$ cat config.mk
export PLATFORM = sky130hd
export DESIGN_NAME = experiment_round_sequencer_flat
export DESIGN_NICKNAME = d
export VERILOG_FILES = /design/src/rtl/experiment_round_sequencer_pkg.sv /design/src/rtl/experiment_round_sequencer_if.sv /design/src/rtl/experiment_round_sequencer_phase_counter.sv /design/src/rtl/experiment_round_sequencer.sv /design/src/flat_wrapper.sv
export SDC_FILE = /design/constraint.sdc
export NUM_CORES = 1
export LEC_CHECK = 0
export ABC_AREA = 1
export CORE_MARGIN = 1
export CORE_UTILIZATION = 53
export CTS_CLUSTER_SIZE = 24
export DETAILED_ROUTE_END_ITERATION = 16
export PLACE_DENSITY = 0.73
export SLEW_MARGIN = 15
export SYNTH_ARGS = -nofsm -noshare
export SYNTH_HDL_FRONTEND = slang
export SYNTH_SLANG_ARGS = --single-unit
$ cat constraint.sdc
create_clock -name clk -period 7.2 [get_ports clk]
set_input_delay 1.44 -clock clk [delete_from_list [all_inputs] [get_ports clk]]
set_output_delay 1.44 -clock clk [all_outputs]
set_load 0.01 [all_outputs]
$ cat src/rtl/experiment_round_sequencer_pkg.sv
// Shared types and constants for the experiment round sequencer: state encoding,
// status word bit positions and default widths.
package experiment_round_sequencer_pkg;

    localparam int NUM_DAC_DEF   = 9;
    localparam int ROUND_W_DEF   = 16;
    localparam int BEAT_W_DEF    = 12;
    localparam int TIMEOUT_W_DEF = 16;

    typedef enum logic [2:0] {
        ST_IDLE    = 3'd0,
        ST_PLAY    = 3'd1,
        ST_SETTLE  = 3'd2,
        ST_CAPTURE = 3'd3,
        ST_FINISH  = 3'd4
    } seq_state_e;

    localparam int STAT_STATE_LSB     = 29;
    localparam int STAT_BUSY_BIT      = 28;
    localparam int STAT_TERR_BIT      = 27;
    localparam int STAT_DONE_SEEN_BIT = 26;
    localparam int STAT_ROUND_LSB     = 0;

    // First phase of a round once zero-length phases are skipped; an all-zero
    // round still spends one CAPTURE cycle so rounds advance one per cycle.
    function automatic seq_state_e first_phase(input logic play_zero, input logic settle_zero);
        if (!play_zero) begin
            return ST_PLAY;
        end else if (!settle_zero) begin
            return ST_SETTLE;
        end else begin
            return ST_CAPTURE;
        end
    endfunction

endpackage

$ cat src/rtl/experiment_round_sequencer_if.sv
// DAC/ADC stream handshake bundle between the round sequencer and the stream ports.
interface experiment_round_sequencer_if #(
    parameter int NUM_DAC = 9
);
    logic [NUM_DAC-1:0] dac_tready;
    logic [NUM_DAC-1:0] dac_tvalid;
    logic               dac_beat;
    logic               adc_tvalid;
    logic               adc_tready;
    logic               cap_beat;

    modport master (
        input  dac_tready, adc_tvalid,
        output dac_tvalid, dac_beat, adc_tready, cap_beat
    );

    modport slave (
        output dac_tready, adc_tvalid,
        input  dac_tvalid, dac_beat, adc_tready, cap_beat
    );
endinterface

$ cat src/rtl/experiment_round_sequencer_phase_counter.sv
// Loadable down-counter for one sequencer phase: flags a zero target (phase is
// skipped) and the final counted event of the phase.
module seq_phase_counter #(
    parameter int W = 12
) (
    input  logic         clk,
    input  logic         rst,
    input  logic         load,
    input  logic [W-1:0] load_val,
    input  logic         en,
    output logic         skip,
    output logic         last
);
    logic [W-1:0] cnt_r;

    // Remaining events in the current phase; holds at zero rather than wrapping.
    always_ff @(posedge clk or negedge rst) begin
        if (!rst) begin
            cnt_r <= '0;
        end else if (load) begin
            cnt_r <= load_val;
        end else if (en && (cnt_r != '0)) begin
            cnt_r <= cnt_r - W'(1);
        end else begin
            cnt_r <= cnt_r;
        end
    end

    assign skip = (load_val == '0);
    assign last = en && (cnt_r == W'(1));

endmodule

$ cat src/rtl/experiment_round_sequencer.sv
// Round sequencer for one Ising-machine run: PLAY -> SETTLE -> CAPTURE per round.
// Optional status_word output enabled by EXPERIMENT_SEQ_STATUS_EN.
module experiment_round_sequencer
    import experiment_round_sequencer_pkg::*;
#(
    parameter int NUM_DAC   = NUM_DAC_DEF,
    parameter int ROUND_W   = ROUND_W_DEF,
    parameter int BEAT_W    = BEAT_W_DEF,
    parameter int TIMEOUT_W = TIMEOUT_W_DEF
) (
    input  logic                 clk,
    input  logic                 rst,
    input  logic                 start,
    input  logic                 abort,
    input  logic [ROUND_W-1:0]   cfg_num_rounds,
    input  logic [BEAT_W-1:0]    cfg_play_beats,
    input  logic [BEAT_W-1:0]    cfg_settle_cycles,
    input  logic [BEAT_W-1:0]    cfg_cap_beats,
    input  logic [TIMEOUT_W-1:0] cfg_timeout,
    experiment_round_sequencer_if.master strm,
    output logic [ROUND_W-1:0]   round_idx,
    output logic                 busy,
    output logic                 done,
    output logic                 timeout_err
`ifdef EXPERIMENT_SEQ_STATUS_EN
    ,
    output logic [31:0]          status_word
`endif
);

    seq_state_e state_r, next_state_s;

    logic [ROUND_W-1:0]   rounds_r, round_r, round_next_s, re_round_s;
    logic [BEAT_W-1:0]    play_r, settle_r, cap_r;
    logic [BEAT_W-1:0]    play_tgt_s, settle_tgt_s, cap_tgt_s;
    logic [TIMEOUT_W-1:0] timeout_r, cyc_r, cyc_next_s;
    logic [TIMEOUT_W:0]   cyc_inc_s;
    logic [ROUND_W:0]     round_inc_s;

    logic dac_tvalid_r, adc_tready_r, busy_r, done_r, terr_r;
    logic dac_beat_s, cap_beat_s;
    logic play_zero_s, settle_zero_s, cap_zero_s;
    logic play_last_s, settle_last_s, cap_last_s;
    logic load_play_s, load_settle_s, load_cap_s;
    logic cap_done_s, timeout_hit_s, last_round_s;
    logic start_run_s, done_next_s, terr_next_s;
    seq_state_e re_state_s;

    assign dac_beat_s = dac_tvalid_r & (&strm.dac_tready);
    assign cap_beat_s = adc_tready_r & strm.adc_tvalid;

    // In IDLE the skip decisions must see the config being latched this cycle.
    assign play_tgt_s   = (state_r == ST_IDLE) ? cfg_play_beats    : play_r;
    assign settle_tgt_s = (state_r == ST_IDLE) ? cfg_settle_cycles : settle_r;
    assign cap_tgt_s    = (state_r == ST_IDLE) ? cfg_cap_beats     : cap_r;

    seq_phase_counter #(.W(BEAT_W)) u_play_cnt (
        .clk(clk), .rst(rst), .load(load_play_s), .load_val(play_tgt_s),
        .en(dac_beat_s), .skip(play_zero_s), .last(play_last_s)
    );

    seq_phase_counter #(.W(BEAT_W)) u_settle_cnt (
        .clk(clk), .rst(rst), .load(load_settle_s), .load_val(settle_tgt_s),
        .en(state_r == ST_SETTLE), .skip(settle_zero_s), .last(settle_last_s)
    );

    seq_phase_counter #(.W(BEAT_W)) u_cap_cnt (
        .clk(clk), .rst(rst), .load(load_cap_s), .load_val(cap_tgt_s),
        .en(cap_beat_s), .skip(cap_zero_s), .last(cap_last_s)
    );

    assign round_inc_s   = {1'b0, round_r} + {{ROUND_W{1'b0}}, 1'b1};
    assign last_round_s  = (round_inc_s == {1'b0, rounds_r});
    assign re_state_s    = last_round_s ? ST_FINISH : first_phase(play_zero_s, settle_zero_s);
    assign re_round_s    = last_round_s ? round_r : round_inc_s[ROUND_W-1:0];

    assign cyc_inc_s     = {1'b0, cyc_r} + {{TIMEOUT_W{1'b0}}, 1'b1};
    assign cap_done_s    = (state_r == ST_CAPTURE) && (cap_last_s || cap_zero_s);
    assign timeout_hit_s = (state_r == ST_CAPTURE) && (timeout_r != '0) &&
                           (cyc_inc_s == {1'b0, timeout_r});

    // Next-state decision; abort overrides everything outside IDLE.
    always_comb begin
        next_state_s = state_r;
        round_next_s = round_r;
        terr_next_s  = terr_r;
        done_next_s  = 1'b0;
        start_run_s  = 1'b0;
        if (abort && (state_r != ST_IDLE)) begin
            next_state_s = ST_IDLE;
        end else begin
            case (state_r)
                ST_IDLE: begin
                    if (start) begin
                        start_run_s  = 1'b1;
                        terr_next_s  = 1'b0;
                        round_next_s = '0;
                        if (cfg_num_rounds == '0) begin
                            next_state_s = ST_FINISH;
                        end else begin
                            next_state_s = first_phase(play_zero_s, settle_zero_s);
                        end
                    end else begin
                        next_state_s = ST_IDLE;
                    end
                end
                ST_PLAY: begin
                    if (!play_last_s) begin
                        next_state_s = ST_PLAY;
                    end else if (!settle_zero_s) begin
                        next_state_s = ST_SETTLE;
                    end else if (!cap_zero_s) begin
                        next_state_s = ST_CAPTURE;
                    end else begin
                        next_state_s = re_state_s;
                        round_next_s = re_round_s;
                    end
                end
                ST_SETTLE: begin
                    if (!settle_last_s) begin
                        next_state_s = ST_SETTLE;
                    end else if (!cap_zero_s) begin
                        next_state_s = ST_CAPTURE;
                    end else begin
                        next_state_s = re_state_s;
                        round_next_s = re_round_s;
                    end
                end
                ST_CAPTURE: begin
                    // Completion is checked first so a coincident timeout loses.
                    if (cap_done_s) begin
                        next_state_s = re_state_s;
                        round_next_s = re_round_s;
                    end else if (timeout_hit_s) begin
                        next_state_s = ST_IDLE;
                        terr_next_s  = 1'b1;
                    end else begin
                        next_state_s = ST_CAPTURE;
                    end
                end
                ST_FINISH: begin
                    next_state_s = ST_IDLE;
                    done_next_s  = 1'b1;
                end
                default: begin
                    next_state_s = ST_IDLE;
                end
            endcase
        end
    end

    // A phase reloads on entry, including re-entry straight from its own last event.
    assign load_play_s   = (next_state_s == ST_PLAY)    && ((state_r != ST_PLAY)    || play_last_s);
    assign load_settle_s = (next_state_s == ST_SETTLE)  && ((state_r != ST_SETTLE)  || settle_last_s);
    assign load_cap_s    = (next_state_s == ST_CAPTURE) && ((state_r != ST_CAPTURE) || cap_done_s);

    // Capture cycle counter: zero on entry, saturating while the round stays in CAPTURE.
    always_comb begin
        if ((state_r == ST_CAPTURE) && (next_state_s == ST_CAPTURE) && !cap_done_s) begin
            cyc_next_s = cyc_inc_s[TIMEOUT_W] ? cyc_r : cyc_inc_s[TIMEOUT_W-1:0];
        end else begin
            cyc_next_s = '0;
        end
    end

    // Sequencer state, latched config and registered outputs.
    always_ff @(posedge clk or negedge rst) begin
        if (!rst) begin
            state_r      <= ST_IDLE;
            rounds_r     <= '0;
            play_r       <= '0;
            settle_r     <= '0;
            cap_r        <= '0;
            timeout_r    <= '0;
            cyc_r        <= '0;
            round_r      <= '0;
            dac_tvalid_r <= 1'b0;
            adc_tready_r <= 1'b0;
            busy_r       <= 1'b0;
            done_r       <= 1'b0;
            terr_r       <= 1'b0;
        end else begin
            state_r      <= next_state_s;
            cyc_r        <= cyc_next_s;
            round_r      <= round_next_s;
            dac_tvalid_r <= (next_state_s == ST_PLAY);
            adc_tready_r <= (next_state_s == ST_CAPTURE);
            busy_r       <= (next_state_s != ST_IDLE);
            done_r       <= done_next_s;
            terr_r       <= terr_next_s;
            if (start_run_s) begin
                rounds_r  <= cfg_num_rounds;
                play_r    <= cfg_play_beats;
                settle_r  <= cfg_settle_cycles;
                cap_r     <= cfg_cap_beats;
                timeout_r <= cfg_timeout;
            end
        end
    end

    assign strm.dac_tvalid = {NUM_DAC{dac_tvalid_r}};
    assign strm.dac_beat   = dac_beat_s;
    assign strm.adc_tready = adc_tready_r;
    assign strm.cap_beat   = cap_beat_s;
    assign round_idx       = round_r;
    assign busy            = busy_r;
    assign done            = done_r;
    assign timeout_err     = terr_r;

`ifdef EXPERIMENT_SEQ_STATUS_EN
    logic        done_seen_r, done_seen_next_s;
    logic [31:0] status_r, status_next_s;

    // Status word is assembled from next-cycle values so its fields stay coherent.
    always_comb begin
        if (start_run_s) begin
            done_seen_next_s = 1'b0;
        end else if (done_next_s) begin
            done_seen_next_s = 1'b1;
        end else begin
            done_seen_next_s = done_seen_r;
        end
        status_next_s                          = 32'h0000_0000;
        status_next_s[STAT_STATE_LSB +: 3]     = next_state_s;
        status_next_s[STAT_BUSY_BIT]           = (next_state_s != ST_IDLE);
        status_next_s[STAT_TERR_BIT]           = terr_next_s;
        status_next_s[STAT_DONE_SEEN_BIT]      = done_seen_next_s;
        status_next_s[STAT_ROUND_LSB +: 16]    = 16'(round_next_s);
    end

    // Registered GPIO status word.
    always_ff @(posedge clk or negedge rst) begin
        if (!rst) begin
            done_seen_r <= 1'b0;
            status_r    <= 32'h0000_0000;
        end else begin
            done_seen_r <= done_seen_next_s;
            status_r    <= status_next_s;
        end
    end

    assign status_word = status_r;
`endif

endmodule
$ cat src/flat_wrapper.sv
// flat-port wrapper written by rule: the top's interface ports become plain ports
module experiment_round_sequencer_flat import experiment_round_sequencer_pkg::*;
#(
    parameter int NUM_DAC   = NUM_DAC_DEF,
    parameter int ROUND_W   = ROUND_W_DEF,
    parameter int BEAT_W    = BEAT_W_DEF,
    parameter int TIMEOUT_W = TIMEOUT_W_DEF
)
  (clk, rst, start, abort, cfg_num_rounds, cfg_play_beats, cfg_settle_cycles, cfg_cap_beats, cfg_timeout, round_idx, busy, done, timeout_err, strm_dac_tready, strm_adc_tvalid, strm_dac_tvalid, strm_dac_beat, strm_adc_tready, strm_cap_beat);
  experiment_round_sequencer_if #(.NUM_DAC(NUM_DAC)) strm_i ();
  input  logic clk;
  input  logic rst;
  input  logic start;
  input  logic abort;
  input  logic [ROUND_W-1:0] cfg_num_rounds;
  input  logic [BEAT_W-1:0] cfg_play_beats;
  input  logic [BEAT_W-1:0] cfg_settle_cycles;
  input  logic [BEAT_W-1:0] cfg_cap_beats;
  input  logic [TIMEOUT_W-1:0] cfg_timeout;
  output logic [ROUND_W-1:0] round_idx;
  output logic busy;
  output logic done;
  output logic timeout_err;
  input wire logic [$bits(strm_i.dac_tready)-1:0] strm_dac_tready;
  input wire logic [$bits(strm_i.adc_tvalid)-1:0] strm_adc_tvalid;
  output wire logic [$bits(strm_i.dac_tvalid)-1:0] strm_dac_tvalid;
  output wire logic [$bits(strm_i.dac_beat)-1:0] strm_dac_beat;
  output wire logic [$bits(strm_i.adc_tready)-1:0] strm_adc_tready;
  output wire logic [$bits(strm_i.cap_beat)-1:0] strm_cap_beat;
  assign strm_i.dac_tready = strm_dac_tready;
  assign strm_i.adc_tvalid = strm_adc_tvalid;
  assign strm_dac_tvalid = strm_i.dac_tvalid;
  assign strm_dac_beat = strm_i.dac_beat;
  assign strm_adc_tready = strm_i.adc_tready;
  assign strm_cap_beat = strm_i.cap_beat;
  experiment_round_sequencer #(.NUM_DAC(NUM_DAC), .ROUND_W(ROUND_W), .BEAT_W(BEAT_W), .TIMEOUT_W(TIMEOUT_W)) u_core (.clk(clk), .rst(rst), .start(start), .abort(abort), .cfg_num_rounds(cfg_num_rounds), .cfg_play_beats(cfg_play_beats), .cfg_settle_cycles(cfg_settle_cycles), .cfg_cap_beats(cfg_cap_beats), .cfg_timeout(cfg_timeout), .strm(strm_i), .round_idx(round_idx), .busy(busy), .done(done), .timeout_err(timeout_err));
endmodule
==> summary.md <==
| Metric | Value |
|---|---|
| CP Buf/Inv Count | `2` |
| Post-Syn Area | `0.00932 mm²` |
| Final Hold Fails | `0` |
| Antenna Cells | `0` |
| Leakage | `5.27 nW` |
| Total clock sinks | `144` |
| Hpwl dp | `17.1 mm` |
| Gate Count Post-Synth | `1354` |
| Die area | `0.0181 mm²` |
| Synth top area share | `0.387` |
| Vias in the first global route | `8283` |
| Power Total | `4.10 mW` |
| CP Capture Type | `output port` |
| R2R Setup Slk | `3.04 ns` |
| Multi-input gate area | `0.00475 mm²` |
| Hold bufs inserted after CTS | `0` |
| Placed inst area | `0.0105 mm²` |
| Crit path capture | `strm_dac_beat` |
| Synth Flop Type | `dfrtp_1` |
| CORE AREA | `0.0172 mm²` |
| Setup-failing EPs final | `0` |
| Worst setup SP type | `input port` |
| Routed WL | `23.7 mm` |
| Routed wire length per instance | `14.2 µm` |
| Max incr delay on CP | `0.64 ns` |
| Highest clock rate | `0.221 GHz` |
| Worst Setup SP | `strm_dac_tready[6]` |
| Layout Utilization | `0.642` |
| Crit Path Class | `in -> out` |
| Reg2Reg Capture Point | `u_core.cyc_r[0]$_DFFE_PN0P_` |
| DRT iter0 DRCs | `699` |
| Yosys reg bits | `144` |
| Synthesis Warnings | `0` |
| Worst Skew | `0.0156 ns` |
| Clock root buffer | `clkbuf_16` |
| Gr ovfl total | `0` |
| Power Internal | `2.36 mW` |
| Clock power frac | `0.228` |
| Post-synthesis sequential area ratio | `0.387` |
| Psw | `1.74 mW` |
| H-tree Lvls | `4` |
| Post-CTS Setup Inserts | `0` |
| Worst R2R Path Depth | `12` |
| CP max FO | `4` |
| Worst path required time | `5.76 ns` |
| Fin nets | `1528` |
| Max clock buf depth | `2` |
| Post-route cell area | `0.0111 mm²` |
| Fillers | `1577` |
| Synth Net Count | `1444` |
| Worst hold path type | `reg -> reg` |
| Placed Cells | `1644` |
| Routed via count | `8946` |
| Resize count post-CTS | `0` |
| Port Buf Inserts | `112` |
| Initial Util | `0.540` |
| Count of non-filler cells in the finished layout | `1674` |
| Layout cells sized above 1 | `0.0462` |
| Crit path top cell by count | `clkdlybuf4s50_1` |
| Fin crit period | `4.53 ns` |
| Worst EP arrival | `3.09 ns` |
| TritonRoute pass-1 iters | `5` |
| Initial antenna violation count | `0` |
| Post-Synthesis Mean Instance Area | `6.88 µm²` |
| Final worst-path cycle share | `0.630` |
| Tightest Pin Transition | `1.04 ns` |
| Top cells by area, synth | `dfrtp_1, nand2_1, nand3_1, inv_1, o21ai_0` |
| Largest net degree at the start of global routing | `94` |
| Top Ports | `113` |
| CP Depth | `4` |
| FF/Latch Area | `0.00360 mm²` |
| CP max stage cell | `clkdlybuf4s50_1` |
| Worst R2R Start | `u_core.state_r[1]$_DFF_PN0_` |
| Max Slew Vio Count | `0` |
| CTS clk-pin slew, worst paths | `0.06 ns` |
| CTS tree | `done` |
| Power per cell area | `371 mW/mm²` |
| Max Cap Viol | `0` |
| Antenna Nets Post-Route | `0` |
| First-pass GRT wire length | `39.4 mm` |
| Die Width | `135 µm` |
| Maximum VDD drop | `249 µV` |
| Cells along the critical path | `clkdlybuf4s50_1, nand4_1, nor3_1, clkdlybuf4s50_1` |
| Max-slew headroom | `0.306` |
| GRT Util Overall | `0.273` |
| Worst-Skew Late Latency | `0.43 ns` |
| P&R area growth vs syn | `18.8%` |
| Largest delay contributor family on the critical path | `buffers and inverters` |
| RSZ-0062 raised after global routing | `no` |
| Setup TNS | `0 ns` |
| Seq pwr share | `0.339` |
| Routability congestion estimate | `0.876` |
| Die H | `135 µm` |
| Unique masters post-synth | `43` |
| Gate power share | `0.433` |
| Asr flop ratio synth | `1.00` |
| Status | `finished clean` |
| # DRC | `0` |
| Cts bufs inserted | `17` |
| Cell Rows | `48` |
| Yosys top cell by area | `dfrtp_1` |
| Post-synth EDFFs | `0` |
| Switching share of power | `0.425` |
| Drt via density | `5.34` |
worst min-delay path, delay by kind of cell, from the launching register on:
kind	cells	cell delay (ns)
and+or+nand+nor	2	0.11
DFF	1	0.34
layer usage:
metal	track usage	vias to the layer above	routed length (µm)
li1	-	4529	-
met1	0.357	4127	10800
met2	0.460	255	11300
met3	0.0537	35	1170
met4	0.0787	0	431
met5	0	-	0
synth_stat cells, types with 10 or more instances:
cell type and count:
a21oi_1 21, nor3_1 16, nand2_1 422, nand3_1 152, nand4_1 44, clkbuf_1 23, buf_4 15, xor2_1 19
nor2_1 97, o31ai_1 10, dfrtp_1 144, o21ai_0 98, xnor2_1 10, inv_1 173, o21ai_1 24
power by group through the flow:
stage	Sequential, mW	Combinational (mW)	Clock, mW
after floorplan	1.34	1.39	0
after global placement	1.39	1.72	0
after detailed placement	1.39	1.77	0
after CTS	1.39	1.77	0.947
after global routing	1.43	2.04	0.982
final	1.39	1.78	0.935
stage by stage:
step | hold slack, ns | worst slack, ns
6_report | 0.474 | 2.67
5_1_grt | 0.518 | 2.56
4_1_cts | 0.476 | 2.69
3_5_place_dp | 0.460 | 2.45
3_3_place_gp | 0.455 | 2.55
2_1_floorplan | 0.441 | 3.80
cell type report:
cell class	count	area share
Multi-Input combinational cell	980	0.429
Sequential cell	144	0.326
Timing Repair Buffer	115	0.103
Inverter	180	0.0613
Clock buffer	17	0.0384
Tap cell	225	0.0254
Clock inverter	13	0.0170
flip-flops by register name, summed over array words and instances, names as in the netlist:
name                       cells
u_core.cyc_r                  16
u_core.round_idx              16
u_core.rounds_r               16
u_core.timeout_r              16
u_core.cap_r                  12
u_core.play_r                 12
u_core.settle_r               12
u_core.u_cap_cnt.cnt_r        12
u_core.u_play_cnt.cnt_r       12
u_core.u_settle_cnt.cnt_r     12
u_core.state_r                 3
u_core.busy                    1
u_core.dac_tvalid_r            1
u_core.done                    1
u_core.strm.adc_tready         1
u_core.timeout_err             1
placed cells by master, fill, tap and decap left out, types with 8 or more instances in the layout:
cell type | Yosys | final
o31ai_1 | 10 | 10
nand3_1 | 152 | 152
xor2_1 | 19 | 19
nand4_1 | 44 | 44
clkbuf_16 | 0 | 17
dfrtp_1 | 144 | 144
a21oi_1 | 21 | 21
nor4_1 | 9 | 9
nor3_1 | 16 | 16
xnor2_1 | 10 | 10
o21ai_1 | 24 | 24
inv_1 | 173 | 173
ha_1 | 8 | 8
o21ai_0 | 98 | 98
clkdlybuf4s50_1 | 0 | 111
nand2_1 | 422 | 421
nor2_1 | 97 | 97
cells by family after synthesis:
family | after synthesis | synth area share
simple gates | 772 | 0.367
buf+inv | 230 | 0.104
compound gates | 167 | 0.0966
flops | 144 | 0.387
xor+xnor | 31 | 0.0322
fa+ha+maj | 8 | 0.0107
mux | 2 | 0.00215
worst min-delay path by stage:
stage	end	startpoint	cells past startpoint	slack, ns
floorplan	u_core.settle_r[8]$_DFFE_PN0P_	u_core.settle_r[8]$_DFFE_PN0P_	2	0.44
global placement	u_core.settle_r[8]$_DFFE_PN0P_	u_core.settle_r[8]$_DFFE_PN0P_	2	0.45
detailed placement	u_core.play_r[5]$_DFFE_PN0P_	u_core.play_r[5]$_DFFE_PN0P_	2	0.46
CTS	u_core.play_r[5]$_DFFE_PN0P_	u_core.play_r[5]$_DFFE_PN0P_	2	0.48
global route	u_core.settle_r[8]$_DFFE_PN0P_	u_core.settle_r[8]$_DFFE_PN0P_	2	0.52
finish	u_core.play_r[5]$_DFFE_PN0P_	u_core.play_r[5]$_DFFE_PN0P_	2	0.47
Power figures use the tool's default switching activity.
